==> src/rtl/pipeline_ctrl_if.sv <==
// Handshake bundle between the LoongArch pipeline stages and the stall/flush controller.
// Optional STALL_PERF_EN adds the performance counter outputs.
interface pipeline_ctrl_if #(
    parameter int PC_WIDTH       = 32,
    parameter int REG_ADDR_WIDTH = 5
);
    logic                      id_reg1_read_en_i;
    logic [REG_ADDR_WIDTH-1:0] id_reg1_read_addr_i;
    logic                      id_reg2_read_en_i;
    logic [REG_ADDR_WIDTH-1:0] id_reg2_read_addr_i;
    logic                      ex_is_load_i;
    logic                      ex_reg_write_en_i;
    logic [REG_ADDR_WIDTH-1:0] ex_reg_write_addr_i;
    logic                      ex_mc_start_i;
    logic                      ex_mc_done_i;
    logic                      flush_req_i;
    logic [PC_WIDTH-1:0]       flush_pc_i;
    logic [5:0]                stall_o;
    logic                      flush_o;
    logic [PC_WIDTH-1:0]       new_pc_o;
    logic                      mc_timeout_o;
`ifdef STALL_PERF_EN
    logic [31:0]               perf_stall_cycles_o;
    logic [31:0]               perf_flush_cnt_o;
`endif

    modport master (
        output id_reg1_read_en_i, id_reg1_read_addr_i, id_reg2_read_en_i, id_reg2_read_addr_i,
        output ex_is_load_i, ex_reg_write_en_i, ex_reg_write_addr_i, ex_mc_start_i, ex_mc_done_i,
        output flush_req_i, flush_pc_i,
        input  stall_o, flush_o, new_pc_o, mc_timeout_o
`ifdef STALL_PERF_EN
        , input perf_stall_cycles_o, perf_flush_cnt_o
`endif
    );

    modport slave (
        input  id_reg1_read_en_i, id_reg1_read_addr_i, id_reg2_read_en_i, id_reg2_read_addr_i,
        input  ex_is_load_i, ex_reg_write_en_i, ex_reg_write_addr_i, ex_mc_start_i, ex_mc_done_i,
        input  flush_req_i, flush_pc_i,
        output stall_o, flush_o, new_pc_o, mc_timeout_o
`ifdef STALL_PERF_EN
        , output perf_stall_cycles_o, perf_flush_cnt_o
`endif
    );
endinterface

==> src/rtl/pipeline_ctrl.sv <==
// Stall/flush controller: load-use bubbles, multi-cycle ex sequencing with watchdog, redirect flushes.
// Define STALL_PERF_EN to add saturating stall-cycle and flush-pulse counters.
//
// state     | meaning
// ----------+--------------------------------------------------------------
// IDLE      | normal flow; only load-use hazards stall (pc/if/id)
// MC_BUSY   | multi-cycle ex op in flight; pc..ex held until done/flush/timeout
// FLUSH     | flush_o high for one cycle with new_pc_o; relatched on repeat req
module pipeline_ctrl #(
    parameter int PC_WIDTH       = 32,
    parameter int REG_ADDR_WIDTH = 5,
    parameter int MC_MAX_CYCLES  = 64,
    parameter int MC_CNT_WIDTH   = 7
) (
    input logic             clk,
    input logic             rst,
    pipeline_ctrl_if.slave  bus
);
    typedef enum logic [1:0] {
        ST_IDLE    = 2'd0,
        ST_MC_BUSY = 2'd1,
        ST_FLUSH   = 2'd2
    } state_t;

    localparam logic [MC_CNT_WIDTH-1:0] MC_LAST = MC_CNT_WIDTH'(MC_MAX_CYCLES - 1);

    state_t                  state;
    logic [MC_CNT_WIDTH-1:0] mc_cnt;
    logic                    flush_q;
    logic                    timeout_q;
    logic [PC_WIDTH-1:0]     new_pc_q;
    logic [5:0]              stall;
    logic                    hit1;
    logic                    hit2;
    logic                    load_use;

    assign hit1     = bus.id_reg1_read_en_i && (bus.id_reg1_read_addr_i == bus.ex_reg_write_addr_i);
    assign hit2     = bus.id_reg2_read_en_i && (bus.id_reg2_read_addr_i == bus.ex_reg_write_addr_i);
    assign load_use = bus.ex_is_load_i && bus.ex_reg_write_en_i &&
                      (bus.ex_reg_write_addr_i != '0) && (hit1 || hit2);

    // Stall drops in the completion/redirect cycle itself so no extra bubble is inserted.
    always_comb begin
        stall = 6'b000000;
        case (state)
            ST_IDLE:    if (load_use && !bus.flush_req_i)              stall = 6'b000111;
            ST_MC_BUSY: if (!bus.ex_mc_done_i && !bus.flush_req_i)     stall = 6'b001111;
            default:    stall = 6'b000000;
        endcase
    end

    always_ff @(posedge clk or negedge rst) begin
        if (!rst) begin
            state     <= ST_IDLE;
            mc_cnt    <= '0;
            flush_q   <= 1'b0;
            timeout_q <= 1'b0;
            new_pc_q  <= '0;
        end else begin
            flush_q   <= 1'b0;
            timeout_q <= 1'b0;
            case (state)
                ST_IDLE: begin
                    if (bus.flush_req_i) begin
                        state    <= ST_FLUSH;
                        flush_q  <= 1'b1;
                        new_pc_q <= bus.flush_pc_i;
                    end else if (bus.ex_mc_start_i) begin
                        state  <= ST_MC_BUSY;
                        mc_cnt <= MC_CNT_WIDTH'(1);
                    end
                end
                ST_MC_BUSY: begin
                    if (bus.flush_req_i) begin
                        state    <= ST_FLUSH;
                        flush_q  <= 1'b1;
                        new_pc_q <= bus.flush_pc_i;
                        mc_cnt   <= '0;
                    end else if (bus.ex_mc_done_i) begin
                        state  <= ST_IDLE;
                        mc_cnt <= '0;
                    end else if (mc_cnt == MC_LAST) begin
                        state     <= ST_IDLE;
                        mc_cnt    <= '0;
                        timeout_q <= 1'b1;
                    end else begin
                        mc_cnt <= mc_cnt + 1'b1;
                    end
                end
                ST_FLUSH: begin
                    if (bus.flush_req_i) begin
                        flush_q  <= 1'b1;
                        new_pc_q <= bus.flush_pc_i;
                    end else begin
                        state <= ST_IDLE;
                    end
                end
                default: state <= ST_IDLE;
            endcase
        end
    end

    assign bus.stall_o      = stall;
    assign bus.flush_o      = flush_q;
    assign bus.new_pc_o     = new_pc_q;
    assign bus.mc_timeout_o = timeout_q;

`ifdef STALL_PERF_EN
    logic [31:0] perf_stall_q;
    logic [31:0] perf_flush_q;

    always_ff @(posedge clk or negedge rst) begin
        if (!rst) begin
            perf_stall_q <= '0;
            perf_flush_q <= '0;
        end else begin
            if (stall[2] && (perf_stall_q != 32'hFFFF_FFFF))
                perf_stall_q <= perf_stall_q + 32'd1;
            if (flush_q && (perf_flush_q != 32'hFFFF_FFFF))
                perf_flush_q <= perf_flush_q + 32'd1;
        end
    end

    assign bus.perf_stall_cycles_o = perf_stall_q;
    assign bus.perf_flush_cnt_o    = perf_flush_q;
`endif
endmodule
==> src/flat_wrapper.sv <==
// flat-port wrapper written by rule: the top's interface ports become plain ports
module pipeline_ctrl_flat 
#(
    parameter int PC_WIDTH       = 32,
    parameter int REG_ADDR_WIDTH = 5,
    parameter int MC_MAX_CYCLES  = 64,
    parameter int MC_CNT_WIDTH   = 7
)
  (clk, rst, bus_id_reg1_read_en_i, bus_id_reg1_read_addr_i, bus_id_reg2_read_en_i, bus_id_reg2_read_addr_i, bus_ex_is_load_i, bus_ex_reg_write_en_i, bus_ex_reg_write_addr_i, bus_ex_mc_start_i, bus_ex_mc_done_i, bus_flush_req_i, bus_flush_pc_i, bus_stall_o, bus_flush_o, bus_new_pc_o, bus_mc_timeout_o);
  pipeline_ctrl_if #(.PC_WIDTH(PC_WIDTH), .REG_ADDR_WIDTH(REG_ADDR_WIDTH)) bus_i ();
  input logic clk;
  input logic rst;
  input wire logic [$bits(bus_i.id_reg1_read_en_i)-1:0] bus_id_reg1_read_en_i;
  input wire logic [$bits(bus_i.id_reg1_read_addr_i)-1:0] bus_id_reg1_read_addr_i;
  input wire logic [$bits(bus_i.id_reg2_read_en_i)-1:0] bus_id_reg2_read_en_i;
  input wire logic [$bits(bus_i.id_reg2_read_addr_i)-1:0] bus_id_reg2_read_addr_i;
  input wire logic [$bits(bus_i.ex_is_load_i)-1:0] bus_ex_is_load_i;
  input wire logic [$bits(bus_i.ex_reg_write_en_i)-1:0] bus_ex_reg_write_en_i;
  input wire logic [$bits(bus_i.ex_reg_write_addr_i)-1:0] bus_ex_reg_write_addr_i;
  input wire logic [$bits(bus_i.ex_mc_start_i)-1:0] bus_ex_mc_start_i;
  input wire logic [$bits(bus_i.ex_mc_done_i)-1:0] bus_ex_mc_done_i;
  input wire logic [$bits(bus_i.flush_req_i)-1:0] bus_flush_req_i;
  input wire logic [$bits(bus_i.flush_pc_i)-1:0] bus_flush_pc_i;
  output wire logic [$bits(bus_i.stall_o)-1:0] bus_stall_o;
  output wire logic [$bits(bus_i.flush_o)-1:0] bus_flush_o;
  output wire logic [$bits(bus_i.new_pc_o)-1:0] bus_new_pc_o;
  output wire logic [$bits(bus_i.mc_timeout_o)-1:0] bus_mc_timeout_o;
  assign bus_i.id_reg1_read_en_i = bus_id_reg1_read_en_i;
  assign bus_i.id_reg1_read_addr_i = bus_id_reg1_read_addr_i;
  assign bus_i.id_reg2_read_en_i = bus_id_reg2_read_en_i;
  assign bus_i.id_reg2_read_addr_i = bus_id_reg2_read_addr_i;
  assign bus_i.ex_is_load_i = bus_ex_is_load_i;
  assign bus_i.ex_reg_write_en_i = bus_ex_reg_write_en_i;
  assign bus_i.ex_reg_write_addr_i = bus_ex_reg_write_addr_i;
  assign bus_i.ex_mc_start_i = bus_ex_mc_start_i;
  assign bus_i.ex_mc_done_i = bus_ex_mc_done_i;
  assign bus_i.flush_req_i = bus_flush_req_i;
  assign bus_i.flush_pc_i = bus_flush_pc_i;
  assign bus_stall_o = bus_i.stall_o;
  assign bus_flush_o = bus_i.flush_o;
  assign bus_new_pc_o = bus_i.new_pc_o;
  assign bus_mc_timeout_o = bus_i.mc_timeout_o;
  pipeline_ctrl #(.PC_WIDTH(PC_WIDTH), .REG_ADDR_WIDTH(REG_ADDR_WIDTH), .MC_MAX_CYCLES(MC_MAX_CYCLES), .MC_CNT_WIDTH(MC_CNT_WIDTH)) u_core (.clk(clk), .rst(rst), .bus(bus_i));
endmodule
==> config.mk <==
export PLATFORM = sky130hd
export DESIGN_NAME = pipeline_ctrl_flat
export DESIGN_NICKNAME = d
export VERILOG_FILES = /design/src/rtl/pipeline_ctrl_if.sv /design/src/rtl/pipeline_ctrl.sv /design/src/flat_wrapper.sv
export SDC_FILE = /design/constraint.sdc
export NUM_CORES = 1
export LEC_CHECK = 0
export ABC_AREA = 1
export CORE_MARGIN = 1.5
export CORE_UTILIZATION = 55
export DETAILED_ROUTE_END_ITERATION = 7
export DONT_BUFFER_PORTS = 1
export PLACE_DENSITY = 0.71
export SKIP_LAST_GASP = 1
export SYNTH_ARGS = -nofsm -noshare
export SYNTH_HDL_FRONTEND = slang
export SYNTH_SLANG_ARGS = --single-unit
==> constraint.sdc <==
create_clock -name clk -period 3.5 [get_ports clk]
set_input_delay 0.7 -clock clk [delete_from_list [all_inputs] [get_ports clk]]
set_output_delay 0.7 -clock clk [all_outputs]
set_load 0.02 [all_outputs]
# Word-level counts from Yosys, hierarchy flattened
# Index checks and enable logic that the tools add are counted.
dict set report totals {
  ff_bits 43
  in_bits 56
  out_inout_bits 40
  elab_cells 55
}
dict set report op_classes {
  add_sub_neg 1
  eq_ne 10
  n_mux 22
  reduce_logical 17
}
# operator n
set op_table {}
lappend op_table {{7-bit 2-to-1 mux} 5}
lappend op_table {{7-bit one-hot mux with 2 select lines} 1}
lappend op_table {{2-bit 2-to-1 mux} 6}
lappend op_table {{6-bit one-hot mux with 2 select lines} 1}
lappend op_table {{5-bit equality test} 2}
lappend op_table {{7-bit by 1-bit adder with 7-bit output (second input constant)} 1}
lappend op_table {{7-bit by 6-bit equality test with 1-bit output (second input constant)} 1}
lappend op_table {{1-bit logical AND} 7}
lappend op_table {{1-bit 2-to-1 mux} 6}
lappend op_table {{2-bit inequality test (second input constant)} 3}
lappend op_table {{2-bit one-hot mux with 3 select lines} 1}
lappend op_table {{3-bit AND reduction} 2}
lappend op_table {{5-bit nonzero test} 1}
lappend op_table {{4-bit 2-to-1 mux} 1}
lappend op_table {{4-bit by 3-bit inequality test with 1-bit output (second input constant)} 1}
lappend op_table {{3-bit 2-to-1 mux} 1}
lappend op_table {{3-bit inequality test (second input constant)} 1}
lappend op_table {{3-bit OR reduction} 1}
lappend op_table {{2-bit by 1-bit equality test with 1-bit output (second input constant)} 1}
lappend op_table {{2-bit equality test (second input constant)} 1}
lappend op_table {{1-bit logical NOT} 2}
lappend op_table {{2-bit logical NOT} 1}
lappend op_table {{2-bit AND reduction} 1}
lappend op_table {{2-bit nonzero test} 1}
lappend op_table {{1-bit logical OR} 1}

# Depth between registers and ports, before layout
# Gate-level depths: netlist of the first run.
dict set report logic_depth {
  depth_word 7
  mapped_depth 9
  ltp_nobuf 9
}

# Least setup slack after synthesis of the first run
# Ideal clock, no wire load.
dict set report synth_path {
  kind {in2out}
  start {input port bus_ex_reg_write_addr_i[3]}
  end {output port bus_stall_o[1]}
  t_arrival_ps 1476
  required_ps 2800
  slack_ps 1324
  cell_stages 8
  path_buffers 1
  path_cell_list {inv_1 > o21ai_0 > nor2_1 > nand3_1 > nand2_1 > nand2_1 > nand2_1 > buf_4}
}
dict set report synth_between {
  elab_chain_len 7
  word_cells_on_any_way 11
  classes_between {2 x eq/ne; 2 x mux; 7 x reduce/logical}
}
# item line
set synth_lines {}
lappend synth_lines {{start: declaration} flat_wrapper.sv:19} ;# input wire logic [$bits(bus_i.ex_reg_write_addr_i)-1:0] bus_ex_reg_write_addr_i;
lappend synth_lines {{5-bit equality test, on equally long branches} {pipeline_ctrl.sv:37, pipeline_ctrl.sv:38}}
lappend synth_lines {{1-bit logical AND, on equally long branches} {pipeline_ctrl.sv:37, pipeline_ctrl.sv:38}}
lappend synth_lines {{1-bit logical OR} pipeline_ctrl.sv:40} ;# (bus.ex_reg_write_addr_i != '0) && (hit1 || hit2);
lappend synth_lines {{1-bit logical AND *} pipeline_ctrl.sv:40}
lappend synth_lines {{1-bit logical AND *} pipeline_ctrl.sv:46} ;# ST_IDLE: if (load_use && !bus.flush_req_i) stall = 6'b000111;
lappend synth_lines {{3-bit 2-to-1 mux *} pipeline_ctrl.sv:46}
lappend synth_lines {{6-bit one-hot mux with 2 select lines *} pipeline_ctrl.sv:45} ;# case (state)
lappend synth_lines {{end: declaration} flat_wrapper.sv:24} ;# output wire logic [$bits(bus_i.stall_o)-1:0] bus_stall_o;
# Mark *: on every way between the ends. The rest lies on a longest branch, timed or not.

# Final worst setup path of the first run
dict set report layout_path {
  start {register u_core.state[1]}
  end {output port bus_stall_o[2]}
}
dict set report layout_between {
  elab_chain_len 2
  word_cells_on_any_way 3
  classes_between {1 x eq/ne; 1 x mux; 1 x reduce/logical}
}
# item line
set layout_lines {}
lappend layout_lines {{start: declaration} pipeline_ctrl.sv:27} ;# state_t state;
lappend layout_lines {{start signal: assignment} pipeline_ctrl.sv:54} ;# state <= ST_IDLE;
lappend layout_lines {{start signal: assignment} pipeline_ctrl.sv:65} ;# state <= ST_FLUSH;
lappend layout_lines {{start signal: assignment} pipeline_ctrl.sv:69} ;# state <= ST_MC_BUSY;
lappend layout_lines {{2-bit by 1-bit equality test with 1-bit output / 2-bit logical NOT (equally long branches)} pipeline_ctrl.sv:45}
lappend layout_lines {{6-bit one-hot mux with 2 select lines *} pipeline_ctrl.sv:45}
# Marks and branches as above.

==> results.toml, run 1 <==
[synth]
yosysMostFrequentCell = "nand2_1"
yosys-top-cells-area = "dfrtp_1, nand2_1, nor2_1"
netlist_area_mm2 = 0.00201
synth_top_flop_cell = "dfrtp_1"
synth_cells = 249
synth_enable_flop_cells = 0
yosysTopAreaCell = "dfrtp_1"
synth_commonest_cells = "nand2_1, dfrtp_1, nor2_1"
ys.warnings.count = 0
yosysSeqAreaShare_pct = 53.6
synth_seq_cells = 43
ys_types = 24
async_flop_share_pct = 100
yosysTopAreaCellShare_pct = 53.6
avgSynthCellArea_um2 = 8.06

[critical_path]
path_class = "flip-flop to output port"
worstPathCellList = "nor2_2, nand4_1, a31oi_1, nand2_1, nand2_1"
worstPathMaxFanout = 3
crit_path_end_kind = "output port"
crit_top_cell = "nand2_1"
critPathArrivalTime_ps = 1650
setup.worst_path.start_class = "flip-flop"
reg2reg_from = "u_core.state[1]$_DFFE_PN0P_"
slowest_delay_ps = 430
slowest_stage = "dfrtp_1"
path_delay_family = "simple AND/OR/NAND/NOR gates"
path_buf_inv = 0
critPathRequiredTime_ps = 2800
critPathLaunch = "u_core.state[1]$_DFFE_PN0P_"

[clock_network]
ctsResizeCount = 0
clk_pin_slew_ps = 110
clk_path_buf_depth = 2
clk_latency_ps = 350
htree_levels = 2
cts-buffers-inserted = 5
cts_tree = "yes"
cts_root_buf = "clkbuf_4"
cts_sinks = 43

[route]
wl_per_cell_um = 12.4
dr.first_iter.drc_count = 86
drc = 0
dr_total_vias = 1481
wl_um = 3680
vias_per_cell = 4.99
dr.pass1.iters = 4
final_antenna_net_count = 0

[timing]
clock_skew_ps = 8.70
relSlewSlack_pct = 43.2
fin_tns_setup_ps = 0
hold_viol_final = 0
slew_violations = 0
worst_slew_pin_slew_ps = 849
finalCritPeriodShare_pct = 67.1
period_needed_ps = 2350
grt_setup_unrepaired = "false"
fmax_ghz = 0.426
setup_violations = 0

[power_and_ir_drop]
netSwitchingPower_w = 0.000378
power_frac_seq_pct = 62.7
switching_share_pct = 34.6
vdd_drop_max_mv = 0.309
fin_total_pwr_w = 0.00109
p_leak_nw = 1.13
pwr-share-comb_pct = 13.8
powerDensity_mw_per_mm2 = 528
clkPwrFrac_pct = 23.4
p_int_w = 0.000712

[cells_and_area]
final_nets = 307
diodes = 0
drive_gt1_share_pct = 7.57
nFillCells = 316
syn2layout_area_growth_pct = 2.87

[place]
finalWeightedCongestion = 0.803
portBuffers = 0
dpl.hpwl_um = 2600

[global_route]
grt_pass1_wl_um = 6010
grt_max_degree = 35
grt_pass1_vias = 1358
grt_overflow = 0
antenna_found_initial = 0
grtUsageTotal_pct = 19.8

[min_path]
min_path_type = "input pin to asynchronous set/reset pin"

[floorplanning]
die_area_mm2 = 0.00402
rows = 21
die_w_um = 63.4
start_util_pct = 58.8
coreArea_mm2 = 0.00342
die_h_um = 63.4
io_pins = 96

[outcome]
outcome = "finished clean"

[flow_run]
max_cap_viol_count = 0
[state kept, by name, summed over array words and instances (netlist names)]
register,cells
u_core.state,2
u_core.bus.flush_o,1
u_core.bus.mc_timeout_o,1
u_core.mc_cnt,7
u_core.bus.new_pc_o,32
[path summary, 6_finish.rpt]
check | to | cells after the start | slack [ps]
min | u_core.bus.mc_timeout_o$_DFF_PN0_ | 0 | 30
min reg2reg | u_core.mc_cnt[6]$_DFFE_PN0P_ | 1 | 500
min in group clk | u_core.bus.new_pc_o[21]$_DFFE_PN0P_ | 2 | 440
max reg2reg | u_core.bus.new_pc_o[7]$_DFFE_PN0P_ | 5 | 1740
max | bus_stall_o[2] | 5 | 1150
max in group asynchronous | u_core.bus.new_pc_o[11]$_DFFE_PN0P_ | 1 | 2340
[through the flow]
| step | instances | utilization (%) | cell area [um^2] | worst slack [ps] | hold WS (ps) |
|---|---|---|---|---|---|
| after floorplan | 250 | - | 2010 | 1320 | 404 |
| after global placement | 286 | 57.7 | 1970 | 1180 | 405 |
| after detailed placement | 286 | 57.7 | 1970 | 1210 | 405 |
| after CTS | 296 | 60.2 | 2060 | 1120 | 3.26 |
| after global routing | 297 | 60.5 | 2070 | 1020 | 1.99 |
| final | 297 | 60.5 | 2070 | 1150 | 28.0 |
[power by group through the flow]
| stage | combinational (W) | clock [W] | sequential [W] |
|---|---|---|---|
| after global routing | 0.000182 | 0.000283 | 0.000692 |
| final | 0.000151 | 0.000256 | 0.000683 |
| after global placement | 0.000139 | 0 | 0.000693 |
| after floorplan | 0.000137 | 0 | 0.000680 |
| after detailed placement | 0.000145 | 0 | 0.000693 |
| after CTS | 0.000151 | 0.000268 | 0.000685 |
[metal layers]
metal	vias up	GRT usage (%)	routed length, um
met2	66	31.2	1690
met4	0	6.52	49
met5	-	0	0
li1	757	-	-
met1	652	23.5	1580
met3	6	10.0	356
[layout by cell type (no fill, tap or decap), types with 2 or more instances in the layout]
cell type        n
a21oi_1          3
a31oi_1          3
clkbuf_4         5
conb_1           2
dfrtp_1         43
dlygate4sd3_1    3
inv_1           14
inv_2            4
nand2_1        121
nand2_2          3
nand3_1          8
nand4_1          2
nor2_1          18
nor2_2           2
o21ai_0          6
xor2_1           3
[cell type report]
type                       instances  area (um^2)  share of cell area, %
tap                               46         57.6                   2.79
clock buffer                       7         55.1                   2.67
clock inverter                     1         8.76                  0.424
multi-input combinational        178          764                   37.0
timing repair buffer               3         30.0                   1.45
sequential                        43         1080                   52.1
inverter                          19         73.8                   3.57
[cells by family after synthesis]
kind of cell	synth area share (%)
other	0.187
adder cells (fa/ha/maj)	0.623
AO/OA/AOI/OAI	4.61
AND/OR/NAND/NOR	30.7
buffers and inverters	8.54
flip-flops	53.6
XOR/XNOR	1.74
[what timing repair did]
| item | 4_1_cts | 5_1_grt |
|---|---|---|
| hold buffers | 2 | 1 |
| endpoints found under the hold margin | 14 | 12 |
| buffers inserted | 0 | 0 |
Note: power is estimated with default switching activity, not from simulation.
==> run 2, diff against run 1 <==
--- a/config.mk
+++ b/config.mk
@@ -10,7 +10,7 @@
 export CORE_UTILIZATION = 55
 export DETAILED_ROUTE_END_ITERATION = 7
 export DONT_BUFFER_PORTS = 1
-export PLACE_DENSITY = 0.71
+export PLACE_DENSITY = 0.74
 export SKIP_LAST_GASP = 1
 export SYNTH_ARGS = -nofsm -noshare
 export SYNTH_HDL_FRONTEND = slang
==> constraint.sdc (replaced) <==
create_clock -name clk -period 2.1 [get_ports clk]
set_input_delay 0.42 -clock clk [delete_from_list [all_inputs] [get_ports clk]]
set_output_delay 0.42 -clock clk [all_outputs]
set_load 0.02 [all_outputs]
==> results.toml, run 2 (same netlist as run 1, synthesis figures left out) <==
[cells_and_area]
syn2layout_area_growth_pct = 2.99
diodes = 0
largest_reg_flops = 32
final_nets = 308
layout_commonest_cell = "nand2_1"
most-common-layout-cells = "nand2_1, dfrtp_1, nor2_1"
nFillCells = 317
drive_gt1_share_pct = 8.76

[critical_path]
path_class = "flip-flop to output port"
crit_path_end_kind = "output port"
path_delay_family = "flip-flops"
slowest_delay_ps = 430
worstPathMaxFanout = 3
setup.worst_path.start_class = "flip-flop"
slowest_stage = "dfrtp_1"
worstPathCellList = "nor2_2, nand4_1, a31oi_1, nand2_1, nand2_1, buf_4"
crit_top_cell = "nand2_1"
critPathRequiredTime_ps = 1680
critPathArrivalTime_ps = 1510
path_buf_inv = 1

[route]
dr.first_iter.drc_count = 79
vias_per_cell = 5.00
dr_total_vias = 1486
wl_um = 3620
wl_met2_um = 1770
wl_met3_um = 288
highest_layer = "met4"
dr.pass1.iters = 6
wl_per_cell_um = 12.2
final_antenna_net_count = 0
m1WireLength_um = 1540
drc = 0

[clock_network]
cts_sinks = 43
cts_tree = "yes"
clk_pin_slew_ps = 120
cts-buffers-inserted = 5
htree_levels = 2
postCtsSetupRepairBufs = 0
clk_path_buf_depth = 2
clk_latency_ps = 350
cts_root_buf = "clkbuf_4"

[timing]
fin_tns_setup_ps = 0
hold_viol_final = 0
setup_violations = 0
worst_slack_ps = 173
period_needed_ps = 1930
finalCritPeriodShare_pct = 91.8
slew_violations = 0
relSlewSlack_pct = 66.2
worst_slew_pin_slew_ps = 505
clock_skew_ps = 11.1
grt_setup_unrepaired = "false"
fmax_ghz = 0.519
hold_ws_ps = 170

[place]
dpl.hpwl_um = 2630
pre_cts_ws_ps = 534
portBuffers = 0
finalWeightedCongestion = 0.798

[global_route]
grt_max_degree = 44
grt_pass1_wl_um = 6400
grt_pass1_vias = 1526
grt_overflow = 0
grtUsageTotal_pct = 20.6
antenna_found_initial = 0

[power_and_ir_drop]
vdd_drop_max_mv = 0.457
p_leak_nw = 1.14
powerDensity_mw_per_mm2 = 858

[floorplanning]
die_w_um = 63.4
rows = 21
coreArea_mm2 = 0.00342
start_util_pct = 58.8
die_area_mm2 = 0.00402
die_h_um = 63.4
io_pins = 96

[outcome]
outcome = "finished clean"

[flow_run]
max_cap_viol_count = 0

[min_path]
min_path_type = "input pin to flip-flop"
## run 2: cell type report
class	instances	area, um^2	area share, %
sequential	43	1080	52.0
multi-input combinational	178	764	37.0
inverter	19	73.8	3.57
tap	46	57.6	2.78
timing repair buffer	4	45.0	2.18
clock buffer	5	37.5	1.81
clock inverter	2	13.8	0.665
## run 2: layer usage
layer  global-route usage, %  vias to the layer above
met1                    24.1                      676
met3                    8.75                        2
li1                        -                      752
met4                    7.34                        0
met5                       0                        -
met2                    33.7                       56
## run 2: stage by stage
stage	utilization [%]	cells	cell area [um^2]	power, W
after detailed placement	58.2	288	1990	0.00140
after CTS	60.5	297	2070	0.00180
after global routing	60.5	297	2070	0.00190
final	60.5	297	2070	0.00177
after global placement	58.2	288	1990	0.00139
after floorplan	-	250	2010	0.00136
## run 2: timing repair
item                                    4_1_cts  5_1_grt
hold buffers                                  2        0
endpoints found under the setup margin        0        0
resized for setup                             0        0
endpoints found under the hold margin        43        0
## run 2: path summary, 6_finish.rpt
path / startpoint / to / slack (ps) / cells after the start
worst max-delay path: u_core.state[1]$_DFFE_PN0P_ / bus_stall_o[0] / 170 / 6
worst min-delay path: bus_flush_pc_i[16] / u_core.bus.new_pc_o[16]$_DFFE_PN0P_ / 170 / 2
max in group asynchronous: rst / u_core.bus.new_pc_o[28]$_DFFE_PN0P_ / 1380 / 2
worst min register to register: u_core.mc_cnt[6]$_DFFE_PN0P_ / u_core.mc_cnt[6]$_DFFE_PN0P_ / 530 / 1
min in group asynchronous: rst / u_core.bus.new_pc_o[10]$_DFFE_PN0P_ / 520 / 2
worst max register to register: u_core.state[1]$_DFFE_PN0P_ / u_core.bus.new_pc_o[8]$_DFFE_PN0P_ / 650 / 5
## run 2: power by group
group	leakage, nW	switching (W)	internal (W)	total (W)
Clock	0.0310	0.000250	0.000125	0.000375
Combinational	0.570	0.000172	0.0000883	0.000260
Sequential	0.536	0.000202	0.000938	0.00114
